<file path="config.mk">
export PLATFORM = sky130hd
export DESIGN_NAME = frame_scheduler
export DESIGN_NICKNAME = d
export VERILOG_FILES = /design/src/rtl/frame_scheduler.sv
export SDC_FILE = /design/constraint.sdc
export NUM_CORES = 1
export LEC_CHECK = 0
export ABC_AREA = 1
export ABC_CLOCK_PERIOD_IN_PS = 1400
export BUFFER_PORTS_ARGS = -buffer_cell sky130_fd_sc_hd__buf_4
export CORE_AREA = 2 2 69 71
export CTS_BUF_LIST = sky130_fd_sc_hd__clkbuf_4 sky130_fd_sc_hd__clkbuf_8 sky130_fd_sc_hd__clkbuf_16
export DETAILED_ROUTE_END_ITERATION = 8
export DIE_AREA = 0 0 71 73
export GPL_TIMING_DRIVEN = 0
export PLACE_DENSITY = 0.67
export REMOVE_ABC_BUFFERS = 1
export SLEW_MARGIN = 0
export SYNTH_ARGS = -nofsm -noshare
export SYNTH_HDL_FRONTEND = slang
export SYNTH_SLANG_ARGS = --single-unit
</file>
<file path="constraint.sdc">
create_clock -name clk -period 1.4 [get_ports clk]
set_input_delay 0 -clock clk [delete_from_list [all_inputs] [get_ports clk]]
set_output_delay 0 -clock clk [all_outputs]
set_load 0.05 [all_outputs]
</file>
<file path="src/rtl/frame_scheduler.sv">
// Frame scheduler: paces game steps from the frame rate and arbitrates a
// single-port tile memory between the renderer (always wins) and game logic
// (only inside vertical blank while a step is active).
module frame_scheduler #(
    parameter int unsigned SPEED_DIV = 8,
    parameter int unsigned ADDR_W    = 10,
    parameter int unsigned DATA_W    = 4
) (
    input  logic              clk,
    input  logic              rst_n,
    input  logic [9:0]        px,
    input  logic [8:0]        py,
    input  logic              pause,
    input  logic              render_req,
    input  logic [ADDR_W-1:0] render_addr,
    input  logic              game_req,
    input  logic              game_we,
    input  logic [ADDR_W-1:0] game_addr,
    input  logic [DATA_W-1:0] game_wdata,
    input  logic              game_done,
    output logic              mem_en,
    output logic              mem_we,
    output logic [ADDR_W-1:0] mem_addr,
    output logic [DATA_W-1:0] mem_wdata,
    input  logic [DATA_W-1:0] mem_rdata,
    output logic              game_gnt,
    output logic              render_rvalid,
    output logic              game_rvalid,
    output logic              step,
    output logic              step_active,
    output logic              overrun
);

    localparam int unsigned CNT_W = 8;
    localparam logic [CNT_W-1:0] CNT_LAST = CNT_W'(SPEED_DIV - 1);
    localparam logic [8:0] VBLANK_LINE = 9'd480;

    typedef enum logic [1:0] {
        ST_IDLE  = 2'd0,
        ST_ARMED = 2'd1,
        ST_RUN   = 2'd2
    } state_t;

    state_t            r_state;
    logic [CNT_W-1:0]  r_frame_cnt;
    logic              r_step;
    logic              r_step_active;
    logic              r_overrun;
    logic              r_mem_en;
    logic              r_mem_we;
    logic [ADDR_W-1:0] r_mem_addr;
    logic [DATA_W-1:0] r_mem_wdata;
    logic              r_rd_render;
    logic              r_rd_game;
    logic              r_render_rvalid;
    logic              r_game_rvalid;

    logic w_vblank;
    logic w_frame_start;
    logic w_vblank_end;
    logic w_game_gnt;
    logic w_unused;

    // Raster position decode
    assign w_vblank      = (py >= VBLANK_LINE);
    assign w_frame_start = (px == 10'd0) && (py == VBLANK_LINE);
    assign w_vblank_end  = (px == 10'd0) && (py == 9'd0);

    // Renderer has absolute priority; game only gets the memory in vblank during a step
    assign w_game_gnt = game_req & w_vblank & r_step_active & ~render_req;

    // Read data is consumed by the requesters directly, not by this block
    assign w_unused = ^mem_rdata;

    // Frame counter and step pulse generation
    always_ff @(posedge clk or negedge rst_n) begin
        if (!rst_n) begin
            r_frame_cnt <= '0;
            r_step      <= 1'b0;
        end else begin
            r_step <= 1'b0;
            if (w_frame_start && !pause) begin
                if (r_frame_cnt == CNT_LAST) begin
                    r_frame_cnt <= '0;
                    r_step      <= 1'b1;
                end else begin
                    r_frame_cnt <= r_frame_cnt + 8'd1;
                end
            end
        end
    end

    // Step FSM: IDLE -> ARMED on step, ARMED -> RUN on first grant, back to IDLE on done or vblank end
    always_ff @(posedge clk or negedge rst_n) begin
        if (!rst_n) begin
            r_state       <= ST_IDLE;
            r_step_active <= 1'b0;
            r_overrun     <= 1'b0;
        end else begin
            case (r_state)
                ST_IDLE: begin
                    if (r_step) begin
                        r_state       <= ST_ARMED;
                        r_step_active <= 1'b1;
                    end
                end
                ST_ARMED: begin
                    if (w_vblank_end) begin
                        r_state       <= ST_IDLE;
                        r_step_active <= 1'b0;
                        r_overrun     <= 1'b1;
                    end else if (w_game_gnt) begin
                        r_state <= ST_RUN;
                    end
                    if (r_step) begin
                        r_overrun <= 1'b1;
                    end
                end
                ST_RUN: begin
                    if (game_done) begin
                        r_state       <= ST_IDLE;
                        r_step_active <= 1'b0;
                    end else if (w_vblank_end) begin
                        r_state       <= ST_IDLE;
                        r_step_active <= 1'b0;
                        r_overrun     <= 1'b1;
                    end
                    if (r_step) begin
                        r_overrun <= 1'b1;
                    end
                end
                default: begin
                    r_state       <= ST_IDLE;
                    r_step_active <= 1'b0;
                end
            endcase
        end
    end

    // Registered memory command; address and write data hold when nothing is granted
    always_ff @(posedge clk or negedge rst_n) begin
        if (!rst_n) begin
            r_mem_en    <= 1'b0;
            r_mem_we    <= 1'b0;
            r_mem_addr  <= '0;
            r_mem_wdata <= '0;
        end else begin
            r_mem_en <= render_req | w_game_gnt;
            if (render_req) begin
                r_mem_we   <= 1'b0;
                r_mem_addr <= render_addr;
            end else if (w_game_gnt) begin
                r_mem_we    <= game_we;
                r_mem_addr  <= game_addr;
                r_mem_wdata <= game_wdata;
            end else begin
                r_mem_we <= 1'b0;
            end
        end
    end

    // Read ownership tags, aligned with mem_rdata one cycle after the command
    always_ff @(posedge clk or negedge rst_n) begin
        if (!rst_n) begin
            r_rd_render     <= 1'b0;
            r_rd_game       <= 1'b0;
            r_render_rvalid <= 1'b0;
            r_game_rvalid   <= 1'b0;
        end else begin
            r_rd_render     <= render_req;
            r_rd_game       <= w_game_gnt & ~game_we;
            r_render_rvalid <= r_rd_render;
            r_game_rvalid   <= r_rd_game;
        end
    end

    assign mem_en        = r_mem_en;
    assign mem_we        = r_mem_we;
    assign mem_addr      = r_mem_addr;
    assign mem_wdata     = r_mem_wdata;
    assign game_gnt      = w_game_gnt;
    assign render_rvalid = r_render_rvalid;
    assign game_rvalid   = r_game_rvalid;
    assign step          = r_step;
    assign step_active   = r_step_active;
    assign overrun       = r_overrun;

endmodule

</file>
* After elaboration in Yosys (flattened, before gate mapping) *
Cells that the tools add are included.

storage, ports and cells
  bits in registers = 33
  bits of input ports = 54
  output and inout port bits = 22
  word-level logic and storage cells = 64

cells by class
  add/subtract/negate cells = 1
  $lt $le $gt $ge = 1
  equality and inequality tests = 8
  muxes and demuxes = 22
  bitwise operators = 7
  reductions and logical operators = 12

operator list
  operator             count
  $mux 10              2
  $mux 1               11
  $logic_not 10->1     1
  $mux 2               5
  $eq 9x9->1 const B   1
  $ge 9x9->1 const B   1
  $logic_not 9->1      1
  $ne 3x3->1 const B   3
  $add 8x1->8 const B  1
  $eq 8x3->1 const B   1
  $mux 8               1
  $pmux 2 s3           1
  $and 1x1->1          4
  $reduce_and 2->1     2
  $reduce_bool 2->1    2
  $logic_and 1x1->1    3
  $pmux 1 s3           1
  $reduce_and 3->1     1
  $eq 2x1->1 const B   1
  $eq 2x2->1 const B   1
  $logic_not 2->1      1
  $ne 2x2->1 const B   1
  $not 1->1            2
  $pmux 1 s2           1
  other kinds (2)      2

* Logic depth before layout (Yosys ltp) *
Gate-level depths: netlist of the first run.

  depth after elaboration = 7
  mapped depth = 8
  gate-level depth less buffers = 8

* Worst setup path after synthesis of the first run *
No wires, ideal clock.

  path type = register -> register
  start point = register r_step_active (netlist: step_active)
  end point = register r_mem_wdata[0] (netlist: mem_wdata[0])
  setup time = 0.066 ns
  arrival = 1.556 ns
  data required time = 1.334 ns
  setup slack = -0.222 ns
  stages on the path, launching flop included = 7
  clock period less this slack = 1.622 ns
  path through = dfrtp_1 nand2_1 inv_1 nand3_2 inv_1 nand2_1 nand2_1

between the ends
  longest elaborated chain between the ends = 3

RTL lines
  what                        line  source
  from (decl)                 47    logic r_step_active;
  from (signal assigned)      97    r_step_active <= 1'b0;
  from (signal assigned)      104   r_step_active <= 1'b1;
  from (signal assigned)      110   r_step_active <= 1'b0;
  $and 1x1->1 (2 in series)   70    assign w_game_gnt = game_req & w_vblank & r_step_active & ~render_req;
  named net game_gnt          26    output logic game_gnt,
  $reduce_and 2->1 (no line)  -
  to (signal assigned)        155   r_mem_wdata <= game_wdata;
  to (decl)                   52    logic [DATA_W-1:0] r_mem_wdata;

The timed path passes the listed nets, and every way through them passes these cells.
A chain may end at the register's enable or synchronous reset.

* Worst setup path after layout of the first run *
  start point = register r_step_active (netlist: step_active)
  end point = output game_gnt

between the ends
  longest elaborated chain between the ends = 2

RTL lines
  what                       line
  $and 1x1->1 (2 in series)  70
  to (decl)                  26

No other way between the ends.

==> results_tabular.tex, run 1 <==
\begin{tabular}{lr}
\hline
Metric & Value \\
\hline
\multicolumn{2}{l}{\textbf{Synthesis}} \\
\quad Synth top area share & 0.4846 \\
\quad Post-synth EDFFs & 0 \\
\quad Post-synthesis simple-gate area fraction & 0.3319 \\
\quad Netlist area before placement & roughly 0.0017 mm\^{}2 \\
\quad Share of the synthesized netlist area taken by xor and xnor gates & 0.02570 \\
\quad Main area contributors after synthesis & dfrtp\_1 (48\%), nand2\_1 (14\%), nor2\_1 (6.8\%) \\
\quad Number of synthesis warnings & 0 \\
\quad Share of cell area taken by muxes after synthesis & 0 \\
\quad Yosys top cell by area & dfrtp\_1 \\
\quad Ranking of synthesized cells by instance count & nand2\_1 (64), dfrtp\_1 (33), nor2\_1 (31) \\
\quad Main combinational cell family by area after synthesis & simple AND/OR/NAND/NOR gates \\
\quad Cells after synthesis & 202 \\
\quad Most used DFF post-synth & dfrtp\_1 \\
\quad Netlist cell types & 30 \\
\quad Sequential fraction of the synthesis area & 0.4846 \\
\quad Most repeated cell in the gate-level netlist after synthesis & nand2\_1 \\
\quad Async set or reset register ratio after synthesis & 1.000 \\
\quad Number of synthesized register bits & 33 \\
\quad Post-synthesis adder-cell area fraction & 0.007342 \\
\quad Post-synthesis compound-gate area fraction & 0.09545 \\
\quad Post-Synthesis Mean Instance Area & about 8.4 um\^{}2 \\
\multicolumn{2}{l}{\textbf{STA}} \\
\quad Pins Over Slew Limit & 0 \\
\quad Actual transition at the worst max-transition pin & about 0.6 ns \\
\quad Minimum clock period & 1.323 ns \\
\quad Total negative setup slack & 0 ns \\
\quad Setup violation total in the final timing report & 0 \\
\quad Final Hold Violating Endpoints & 0 \\
\quad Worst slew margin relative to its limit & 0.6024 \\
\quad Final worst path period share & 0.9451 \\
\quad Clk\_skew & just under 0.006 ns \\
\quad Final worst slack & 0.07687 ns \\
\quad RSZ-0062 raised after global routing & no \\
\quad Fmax achieved & roughly 0.76 GHz \\
\multicolumn{2}{l}{\textbf{Die}} \\
\quad Standard-cell rows & 25 \\
\quad Core Area & 0.004536 mm\^{}2 \\
\quad Io pins & 76 \\
\quad Width of the die & 71 um \\
\quad Die Y-Extent & $\sim$73 um \\
\quad Total Die Area & 0.005183 mm\^{}2 \\
\quad Initial Util & 0.3757 \\
\multicolumn{2}{l}{\textbf{Place}} \\
\quad DP Wirelength & between 2 and 3 mm \\
\quad Worst setup timing slack at the placement stage & -0.2702 ns \\
\quad Global placement routability congestion & approximately 0.86 \\
\quad Number of instances in the placed design & approximately 320 \\
\quad DP Area & approximately 0.0023 mm\^{}2 \\
\quad Number of port buffers & 71 \\
\multicolumn{2}{l}{\textbf{Detailed routing}} \\
\quad Antenna-violating nets left & 0 \\
\quad First-pass detailed-route iteration total & 4 \\
\quad DR vias/cell & 4.683 \\
\quad Total detailed-routing wirelength & 4.137 mm \\
\quad Number of DRC markers in iteration 0 & 86 \\
\quad Vias post-DR & 1667 \\
\quad Routed WL per cell & 11.62 um \\
\quad Detailed-route DRC error count & 0 \\
\multicolumn{2}{l}{\textbf{Flow run}} \\
\quad Max cap viols & 0 \\
\multicolumn{2}{l}{\textbf{Clocking}} \\
\quad Post-CTS clock slew at the launch and capture registers of the worst setup and hold paths & 0.07 ns \\
\quad Number of buffers between clock root and the deepest sink & 2 \\
\quad TritonCTS Buffers & 5 \\
\quad Worst-Skew Late Latency & 0.29 ns \\
\quad CTS H-tree depth & 2 \\
\quad TritonCTS clock tree & done \\
\quad CTS Root Buffer Type & clkbuf\_8 \\
\quad Clock tree sinks & 33 \\
\multicolumn{2}{l}{\textbf{Global route}} \\
\quad Met2 track utilization from global routing & 0.2908 \\
\quad Met3 global-route usage & 0.05110 \\
\quad Routing usage on met1 & 0.1867 \\
\quad Vias in the first global route & roughly 1600 \\
\quad Global-route wire length before repair & 6.720 mm \\
\quad GRT Total Usage & 0.1686 \\
\quad Number of antenna violations at the first check in global routing & 0 \\
\quad Layer carrying the most global-route usage & met2 \\
\quad Overflow left after global routing & 0 \\
\quad Pin count of the biggest net entering global routing & 34 \\
\multicolumn{2}{l}{\textbf{Setup path}} \\
\quad Crit end category & output pin \\
\quad Kind of start point of the critical path & flop \\
\quad Slowest cell on crit path & dfrtp\_1 \\
\quad Type of the worst setup path & flop to output pin \\
\quad Slack of the worst reg-to-reg path & 0.15 ns \\
\quad Worst reg2reg path depth & 6 \\
\quad Worst endpoint required time & approximately 1.4 ns \\
\quad Largest incremental delay on the critical path & 0.43 ns \\
\quad Peak fanout along the critical path & 8 \\
\quad Critical R2R Capture & r\_frame\_cnt[3] \\
\quad Worst R2R Start & r\_frame\_cnt[0] \\
\quad Cells along the critical path & nand2\_4 > inv\_1 > nand3\_4 > inv\_2 > buf\_6 \\
\quad Arrival time at the worst endpoint & 1.32 ns \\
\multicolumn{2}{l}{\textbf{Worst hold path}} \\
\quad Critical hold path startpoint & render\_addr[9] \\
\quad Hold Path End & mem\_addr[9] \\
\quad Class of the worst hold path & input pin to flop \\
\quad Hold Path Stages & 3 \\
\multicolumn{2}{l}{\textbf{Pwr}} \\
\quad VDD IR-drop max & about 0.62 mV \\
\quad Power per Cell Area & 1100 mW/mm\^{}2 \\
\quad Leakage power total & 1.376 nW \\
\multicolumn{2}{l}{\textbf{Layout}} \\
\quad Final core utilization & 0.5937 \\
\quad Syn-to-layout area delta & 58.00\% \\
\quad Final Instance Count excl. Fillers & about 360 \\
\quad Fillcell total & $\sim$380 \\
\quad Number of diodes added for antenna fixing & 0 \\
\quad Total non-filler cell area in the finished layout & 0.002693 mm\^{}2 \\
\quad Net total in the final layout & roughly 360 \\
\quad Layout cell share with drive strength beyond 1 & 0.3411 \\
\multicolumn{2}{l}{\textbf{Run status}} \\
\quad Outcome & finished clean \\
\hline
\end{tabular}
[registers in the layout, summed over array words and instances (netlist names)]
signal and count:
r_rd_game 1, mem_wdata 4, mem_en 1, overrun 1
r_rd_render 1, step_active 1, mem_addr 10, r_state 2
r_frame_cnt 8, game_rvalid 1, mem_we 1, step 1
render_rvalid 1
[per-stage QoR]
stage / total power [mW] / hold WS (ns)
floorplan: 1.541 / -0.2956
global placement: 1.828 / -0.02800
detailed placement: 1.839 / -0.02971
CTS: 2.976 / 0.0003277
global route: 3.095 / 0.003543
finish: 2.963 / 0.006944
[cell type report]
cell class              instances  area (um^2)  share of cell area
inverters                      18        67.56             0.02509
clock inverters                 3        65.06             0.02416
multi-input cells             148        823.3              0.3058
repair buffers                 95        774.5              0.2876
clock buffers                   5        68.82             0.02556
well taps                      54        67.56             0.02509
flip-flops and latches         33        825.8              0.3067
[worst max path at each step]
stage | startpoint | to | cells after the start
6_report | step_active | game_gnt | 5
5_1_grt | r_frame_cnt[0] | r_frame_cnt[3] | 6
4_1_cts | step_active | mem_addr[9] | 4
3_5_place_dp | step_active | mem_addr[9] | 4
3_3_place_gp | step_active | mem_addr[4] | 4
2_1_floorplan | step_active | mem_addr[1] | 4
[critical path, delay by kind of cell (launching register included)]
kind                   cells  cell delay (ns)
DFF                        1             0.43
buffers and inverters      3             0.38
and+or+nand+nor            2             0.24
[power by group]
part | total (mW) | switching, mW | internal [mW]
Combinational | 0.795 | 0.488 | 0.308
Sequential | 1.10 | 0.0627 | 1.04
Clock | 1.07 | 0.359 | 0.707
[cells by family (layout without fill, tap and decap cells)]
kind of cell,Yosys count,count (layout)
AO/OA/AOI/OAI,17,18
XOR/XNOR,5,5
adder cells (fa/ha/maj),1,1
buffers and inverters,22,121
flip-flops,33,33
AND/OR/NAND/NOR,124,124
[layer usage]
layer  vias to the layer above  wire length (um)
met5                         -                 0
met2                        43              2097
li1                        841                 -
met4                         0                92
met3                         6               170
met1                       777              1777
[placed cells by master (no fill, tap or decap), types with 4 or more instances in the layout]
master / netlist / routed
nand3b_1: 4 / 4
nand2_1: 64 / 63
nand3_1: 11 / 11
dfrtp_1: 33 / 33
buf_4: 1 / 71
inv_1: 17 / 16
a31oi_2: 9 / 9
nor2_1: 31 / 31
clkbuf_8: 0 / 5
dlygate4sd3_1: 0 / 23
[what timing repair did]
action / 4_1_cts / 5_1_grt
pin swaps: 1 / 1
hold buffers: 23 / 0
setup buffers: 1 / 0
endpoints found under the setup margin: 12 / 11
gates resized for setup: 4 / 3
hold endpoints to repair: 50 / 0
cloned: 0 / 1
No activity file was read; power rests on OpenSTA's default activity.
==> run 2, diff against run 1 <==
CORE_AREA = 2 2 70 72   (was 2 2 69 71)
DIE_AREA = 0 0 72 74   (was 0 0 71 73)
PLACE_DENSITY = 0.66   (was 0.67)
==> run 2 against run 1 <==
Effect of this change:
- critical path depth stayed put
- fmax fell by 0.48%
- critical path type unchanged
- power down 12%
- final cell count fell by 1.7%
- global-route usage fell by 1.4 points
- largest cell class unchanged
- combinational power is 3% higher
- first-iteration DRC count down 4.7%
==> results_tabular.tex, run 2 (same netlist as run 1, synthesis figures left out) <==
\begin{tabular}{lr}
\hline
Metric & Value \\
\hline
\multicolumn{2}{l}{\textbf{Run status}} \\
\quad Outcome & finished clean \\
\multicolumn{2}{l}{\textbf{STA}} \\
\quad Final worst path period share & 0.9497 (+0.004567) \\
\quad Clk\_skew & 0.004741 ns (-0.001036 ns) \\
\quad Minimum hold slack & 0.002478 ns (-0.004466 ns) \\
\quad Final Hold Violating Endpoints & 0 (unchanged) \\
\quad Pins Over Slew Limit & 0 (unchanged) \\
\quad Minimum clock period & 1.330 ns (+0.006394 ns) \\
\quad Fmax achieved & 0.7521 GHz (-0.48\%) \\
\quad Actual transition at the worst max-transition pin & 0.5927 ns (-0.002999 ns) \\
\quad Setup violation total in the final timing report & 0 (unchanged) \\
\quad Total negative setup slack & 0 ns (unchanged) \\
\quad Worst slew margin relative to its limit & 0.6044 (+0.002001) \\
\multicolumn{2}{l}{\textbf{Worst hold path}} \\
\quad Critical hold path startpoint & game\_addr[5] \\
\quad Class of the worst hold path & input pin to flop \\
\quad Hold Path End & mem\_addr[5] \\
\quad Hold Path Stages & 3 (unchanged) \\
\multicolumn{2}{l}{\textbf{Layout}} \\
\quad Fillcell total & 422 (+10\%) \\
\quad Final Instance Count excl. Fillers & 350 (-1.7\%) \\
\quad Number of diodes added for antenna fixing & 0 (unchanged) \\
\quad Net total in the final layout & 350 (-1.7\%) \\
\quad Most frequent cells in the layout & buf\_4 (73), nand2\_1 (63), dfrtp\_1 (33) \\
\quad Layout cell share with drive strength beyond 1 & 0.3547 (+0.01367) \\
\quad Total non-filler cell area in the finished layout & 0.002580 mm\^{}2 (-4.2\%) \\
\quad Most common library cell in the layout ignoring fill and taps & buf\_4 \\
\quad Syn-to-layout area delta & 51.39\% \\
\quad Max reg flops & 10 (unchanged) \\
\multicolumn{2}{l}{\textbf{Setup path}} \\
\quad Peak fanout along the critical path & 8 (unchanged) \\
\quad Worst reg2reg path depth & 6 (unchanged) \\
\quad Worst endpoint required time & 1.40 ns (about the same) \\
\quad Crit end category & output pin \\
\quad Critical R2R Capture & r\_frame\_cnt[3] \\
\quad Worst R2R Start & r\_frame\_cnt[0] \\
\quad Slack of the worst reg-to-reg path & 0.17 ns (+0.02 ns) \\
\quad Kind of start point of the critical path & flop \\
\quad Arrival time at the worst endpoint & 1.33 ns (about the same) \\
\quad Type of the worst setup path & flop to output pin \\
\multicolumn{2}{l}{\textbf{Place}} \\
\quad Number of instances in the placed design & 323 (unchanged) \\
\quad DP Wirelength & 2.769 mm (-1.2\%) \\
\quad DP Area & 0.002278 mm\^{}2 (unchanged) \\
\quad Global placement routability congestion & 0.8579 (-0.15\%) \\
\quad Number of port buffers & 71 (unchanged) \\
\multicolumn{2}{l}{\textbf{Die}} \\
\quad Initial Util & 0.3706 (-0.005112) \\
\quad Core Area & 0.004598 mm\^{}2 (+1.4\%) \\
\quad Die Y-Extent & 74 um (+1.4\%) \\
\quad Standard-cell rows & 25 (unchanged) \\
\quad Width of the die & 72 um (+1.4\%) \\
\quad Io pins & 76 (unchanged) \\
\quad Total Die Area & 0.005328 mm\^{}2 (+2.8\%) \\
\multicolumn{2}{l}{\textbf{Pwr}} \\
\quad Power per Cell Area & 1015 mW/mm\^{}2 (-7.7\%) \\
\quad Switching pwr & 916.1 uW (+0.78\%) \\
\quad Internal cell power & 1.703 mW (-17\%) \\
\quad Clock group share of total power & 0.269 (-0.091) \\
\quad Switching share of power & 0.3497 (+0.04291) \\
\quad Comb power frac & 0.311 (+0.043) \\
\quad Leakage power total & 1.329 nW (-3.4\%) \\
\quad VDD IR-drop max & 0.5508 mV (-11\%) \\
\quad Register share of total power & 0.419 (+0.047) \\
\multicolumn{2}{l}{\textbf{Global route}} \\
\quad Number of antenna violations at the first check in global routing & 0 (unchanged) \\
\quad GRT Total Usage & 0.1549 (-0.01375) \\
\quad Global-route wire length before repair & 6.375 mm (-5.1\%) \\
\quad Vias in the first global route & 1494 (-5.6\%) \\
\quad Overflow left after global routing & 0 (unchanged) \\
\quad Pin count of the biggest net entering global routing & 34 (unchanged) \\
\multicolumn{2}{l}{\textbf{Detailed routing}} \\
\quad Vias post-DR & 1631 (-2.2\%) \\
\quad Antenna-violating nets left & 0 (unchanged) \\
\quad Total detailed-routing wirelength & 4.018 mm (-2.9\%) \\
\quad Detailed-route DRC error count & 0 (unchanged) \\
\quad First-pass detailed-route iteration total & 4 (unchanged) \\
\quad DR vias/cell & 4.660 (-0.48\%) \\
\quad Number of DRC markers in iteration 0 & 82 (-4.7\%) \\
\quad Routed WL per cell & 11.48 um (-1.2\%) \\
\multicolumn{2}{l}{\textbf{Clocking}} \\
\quad CTS Root Buffer Type & clkbuf\_8 \\
\quad Clock tree sinks & 33 (unchanged) \\
\quad CTS H-tree depth & 2 (unchanged) \\
\quad Number of buffers between clock root and the deepest sink & 2 (unchanged) \\
\quad Post-CTS clock slew at the launch and capture registers of the worst setup and hold paths & 0.07 ns (about the same) \\
\quad TritonCTS Buffers & 5 (unchanged) \\
\quad Worst-Skew Late Latency & 0.28 ns (about the same) \\
\quad TritonCTS clock tree & done \\
\multicolumn{2}{l}{\textbf{Flow run}} \\
\quad Max cap viols & 0 (unchanged) \\
\hline
\end{tabular}
[run 2: area by class of cell]
type,instances,area (um^2),area share
Tap cell,54,67.56,0.02619
Timing Repair Buffer,89,709.4,0.2750
Inverter,18,67.56,0.02619
Clock inverter,3,17.52,0.006790
Sequential cell,33,825.8,0.3201
Clock buffer,5,68.82,0.02667
Multi-Input combinational cell,148,823.3,0.3191
[run 2: power groups by stage]
stage	combinational [mW]	sequential (mW)	clock, mW
final	0.815	1.10	0.706
after global routing	0.876	1.11	0.773
after CTS	0.764	1.09	0.726
after detailed placement	0.725	1.11	0
after global placement	0.721	1.11	0
after floorplan	0.184	1.36	0
[run 2: worst max-delay path, stage by stage (launching register included)]
cell	delay [ns]
dfrtp_1	0.42
nand2_4	0.11
inv_1	0.11
nand3_4	0.13
inv_2	0.12
buf_6	0.16
[run 2: worst max-delay path by stage]
stage | end | cells past startpoint | start
after floorplan | mem_addr[1] | 4 | step_active
after CTS | mem_addr[7] | 4 | step_active
after global routing | game_gnt | 5 | step_active
final | game_gnt | 5 | step_active
after detailed placement | mem_addr[7] | 4 | step_active
after global placement | mem_addr[5] | 4 | step_active
[run 2: layer usage]
metal,up-vias,track usage,share of wire
li1,830,-,-
met3,2,0.04201,0.051
met4,0,0.05870,0.011
met5,-,0,0
met2,43,0.2685,0.50
met1,756,0.1856,0.44
[run 2: what timing repair did]
| item | CTS | global route |
|---|---|---|
| cloned | 0 | 1 |
| endpoints found under the hold margin | 46 | 0 |
| resized for setup | 3 | 4 |
| hold buffers | 15 | 0 |
| setup buffers | 1 | 2 |
| pin swaps | 1 | 1 |
| setup endpoints to repair | 12 | 11 |
[run 2: through the flow]
| stage | utilization | setup slack, ns | power, mW |
|---|---|---|---|
| floorplan | - | -0.3660 | 1.541 |
| global placement | 0.4955 | -0.2413 | 1.827 |
| detailed placement | 0.4955 | -0.2572 | 1.835 |
| CTS | 0.5507 | 0.01776 | 2.584 |
| global route | 0.5611 | -0.01136 | 2.756 |
| finish | 0.5611 | 0.07047 | 2.619 |
==> run 3, diff against run 2 <==
CTS_CLUSTER_SIZE = 16   (was not set)
REMOVE_ABC_BUFFERS = not set   (was 1)
==> run 3 against run 2 <==
Effect of this change:
- first-iteration DRC count decreased by 7.3%
- clock power increased by 35%
- core utilization increased by 2.4 points
- worst setup slack improved by 0.00097 ns
- count of clock-buffer cells in the layout increased by 2
- final area increased by 4.2%
- routed wire length increased by 5.8%
- fmax about the same
- combinational power decreased by 2.9%
- critical path depth unchanged
- die area unchanged
- global-route usage increased by 1.7 points
- largest cell class unchanged
- highest routed layer unchanged
==> results_tabular.tex, run 3 (same netlist as run 1, synthesis figures left out) <==
\begin{tabular}{lr}
\hline
Metric & Value \\
\hline
\multicolumn{2}{l}{\textbf{STA}} \\
\quad Minimum clock period & 1.329 ns (-0.0009690 ns) \\
\quad Final worst path period share & 0.9490 (about the same) \\
\quad Pins Over Slew Limit & 0 (unchanged) \\
\quad Clk\_skew & 0.002688 ns (-0.002053 ns) \\
\quad Final Hold Violating Endpoints & 0 (unchanged) \\
\quad RSZ-0062 raised after global routing & no \\
\quad Total negative setup slack & 0 ns (unchanged) \\
\quad Fmax achieved & 0.7527 GHz (about the same) \\
\quad Setup violation total in the final timing report & 0 (unchanged) \\
\quad Worst slew margin relative to its limit & 0.6812 (+0.07681) \\
\quad Actual transition at the worst max-transition pin & 0.4782 ns (-0.1146 ns) \\
\multicolumn{2}{l}{\textbf{Setup path}} \\
\quad Kind of start point of the critical path & flop \\
\quad Worst endpoint required time & 1.40 ns (about the same) \\
\quad Cells along the critical path & nand2\_2 > inv\_1 > nand3\_4 > clkinvlp\_4 > buf\_6 \\
\quad Largest incremental delay on the critical path & 0.43 ns (about the same) \\
\quad Cell class contributing the biggest share of worst-path delay & flip-flops \\
\quad Crit end category & output pin \\
\quad Type of the worst setup path & flop to output pin \\
\quad Arrival time at the worst endpoint & 1.33 ns (about the same) \\
\quad Slowest cell on crit path & dfrtp\_2 \\
\quad Peak fanout along the critical path & 8 (unchanged) \\
\quad Crit path buf inv count & 3 (unchanged) \\
\multicolumn{2}{l}{\textbf{Detailed routing}} \\
\quad Detailed-route DRC error count & 0 (unchanged) \\
\quad Vias post-DR & 1661 (+1.8\%) \\
\quad Antenna-violating nets left & 0 (unchanged) \\
\quad First-pass detailed-route iteration total & 4 (unchanged) \\
\quad Routed WL per cell & 11.81 um (+2.8\%) \\
\quad Number of DRC markers in iteration 0 & 76 (-7.3\%) \\
\quad Total detailed-routing wirelength & 4.250 mm (+5.8\%) \\
\quad DR vias/cell & 4.614 (-0.99\%) \\
\multicolumn{2}{l}{\textbf{Clocking}} \\
\quad CTS Root Buffer Type & clkbuf\_8 \\
\quad Worst-Skew Late Latency & 0.29 ns (about the same) \\
\quad TritonCTS clock tree & done \\
\quad TritonCTS Buffers & 5 (unchanged) \\
\quad Post-CTS clock slew at the launch and capture registers of the worst setup and hold paths & 0.07 ns (about the same) \\
\quad Number of buffers between clock root and the deepest sink & 2 (unchanged) \\
\quad CTS H-tree depth & 2 (unchanged) \\
\quad Clock tree sinks & 33 (unchanged) \\
\multicolumn{2}{l}{\textbf{Layout}} \\
\quad Most frequent cells in the layout & buf\_4 (73), nand2\_1 (63), dfrtp\_1 (32) \\
\quad Max reg flops & 10 (unchanged) \\
\quad Register area & 827.0 um\^{}2 (+0.15\%) \\
\quad Fillcell total & 416 (-1.4\%) \\
\quad Final core utilization & 0.5848 (+0.02367) \\
\quad Number of diodes added for antenna fixing & 0 (unchanged) \\
\quad Multi-input logic area & 794.5 um\^{}2 (-3.5\%) \\
\quad Layout cell share with drive strength beyond 1 & 0.3464 (-0.008325) \\
\quad Most common library cell in the layout ignoring fill and taps & buf\_4 \\
\quad Syn-to-layout area delta & 57.78\% \\
\quad Total non-filler cell area in the finished layout & 0.002689 mm\^{}2 (+4.2\%) \\
\quad Net total in the final layout & 360 (+2.9\%) \\
\multicolumn{2}{l}{\textbf{Die}} \\
\quad Total Die Area & 0.005328 mm\^{}2 (unchanged) \\
\quad Io pins & 76 (unchanged) \\
\quad Width of the die & 72 um (unchanged) \\
\quad Initial Util & 0.3706 (unchanged) \\
\quad Die Y-Extent & 74 um (unchanged) \\
\quad Core Area & 0.004598 mm\^{}2 (unchanged) \\
\quad Standard-cell rows & 25 (unchanged) \\
\multicolumn{2}{l}{\textbf{Global route}} \\
\quad Overflow left after global routing & 0 (unchanged) \\
\quad Global-route wire length before repair & 6.975 mm (+9.4\%) \\
\quad Vias in the first global route & 1613 (+8.0\%) \\
\quad GRT Total Usage & 0.1715 (+0.01658) \\
\quad Pin count of the biggest net entering global routing & 34 (unchanged) \\
\quad Number of antenna violations at the first check in global routing & 0 (unchanged) \\
\multicolumn{2}{l}{\textbf{Place}} \\
\quad Number of port buffers & 71 (unchanged) \\
\quad Global placement routability congestion & 0.8869 (+3.4\%) \\
\quad DP Wirelength & 2.953 mm (+6.6\%) \\
\quad DP Area & 0.002312 mm\^{}2 (+1.5\%) \\
\multicolumn{2}{l}{\textbf{Worst hold path}} \\
\quad Class of the worst hold path & input pin to flop \\
\multicolumn{2}{l}{\textbf{Pwr}} \\
\quad VDD IR-drop max & 0.6035 mV (+9.6\%) \\
\quad Total power of the final layout & 2.845 mW (+8.6\%) \\
\quad Leakage power total & 1.367 nW (+2.8\%) \\
\quad Power per Cell Area & 1058 mW/mm\^{}2 (+4.2\%) \\
\multicolumn{2}{l}{\textbf{Flow run}} \\
\quad Max cap viols & 0 (unchanged) \\
\multicolumn{2}{l}{\textbf{Synthesis}} \\
\quad Net count of the mapped netlist & 257 \\
\multicolumn{2}{l}{\textbf{Run status}} \\
\quad Outcome & finished clean \\
\hline
\end{tabular}
==> run 3: power by group <==
part	internal [mW]	switching [mW]
clock network	0.600	0.356
registers	1.04	0.0566
logic	0.310	0.481
==> run 3: path summary, 6_finish.rpt <==
path / slack [ns] / end / depth (start not counted) / from
setup / recovery: 0.07 / game_gnt / 5 / step_active
min in group asynchronous: 0.19 / r_frame_cnt[0] / 2 / rst_n
max in group asynchronous: 0.89 / step_active / 2 / rst_n
hold / removal: 0.007 / mem_addr[7] / 3 / render_addr[7]
hold reg to reg: 0.35 / render_rvalid / 0 / r_rd_render
setup reg to reg: 0.16 / r_frame_cnt[3] / 6 / r_frame_cnt[0]
==> run 3: per-layer routing <==
layer | vias up | part of all wire | global-route usage
met5 | - | 0 | 0
met4 | 0 | 0.031 | 0.1006
met3 | 10 | 0.047 | 0.04607
met2 | 49 | 0.50 | 0.2942
met1 | 752 | 0.42 | 0.1936
li1 | 850 | - | -
==> run 3: what timing repair did <==
item / 4_1_cts / 5_1_grt
hold buffers: 23 / 0
setup buffers: 0 / 2
gates resized for setup: 0 / 2
setup endpoints to repair: 0 / 1
hold endpoints to repair: 50 / 0
==> run 3: per-stage QoR <==
| step | setup WS (ns) | instances | hold WS (ns) |
|---|---|---|---|
| 4_1_cts | 0.001053 | 358 | 0.0004857 |
| 6_report | 0.07144 | 360 | 0.006813 |
| 3_5_place_dp | 0.2060 | 327 | -0.02759 |
| 5_1_grt | 0.007115 | 360 | 0.007120 |
| 2_1_floorplan | 0.01413 | 202 | -0.2956 |
| 3_3_place_gp | 0.1945 | 327 | -0.03006 |
==> run 3: tightest hold or removal path, cell delays in order <==
cell,delay (ns)
buf_4,0.11
nand2_1,0.07
a31oi_2,0.09
==> run 3: layout make-up <==
cell class | instances | area share
well taps | 54 | 0.02513
clock buffers | 7 | 0.03350
plain buffers | 4 | 0.009772
clock inverters | 1 | 0.01117
repair buffers | 96 | 0.2908
flip-flops and latches | 33 | 0.3076
multi-input cells | 147 | 0.2955
inverters | 18 | 0.02652
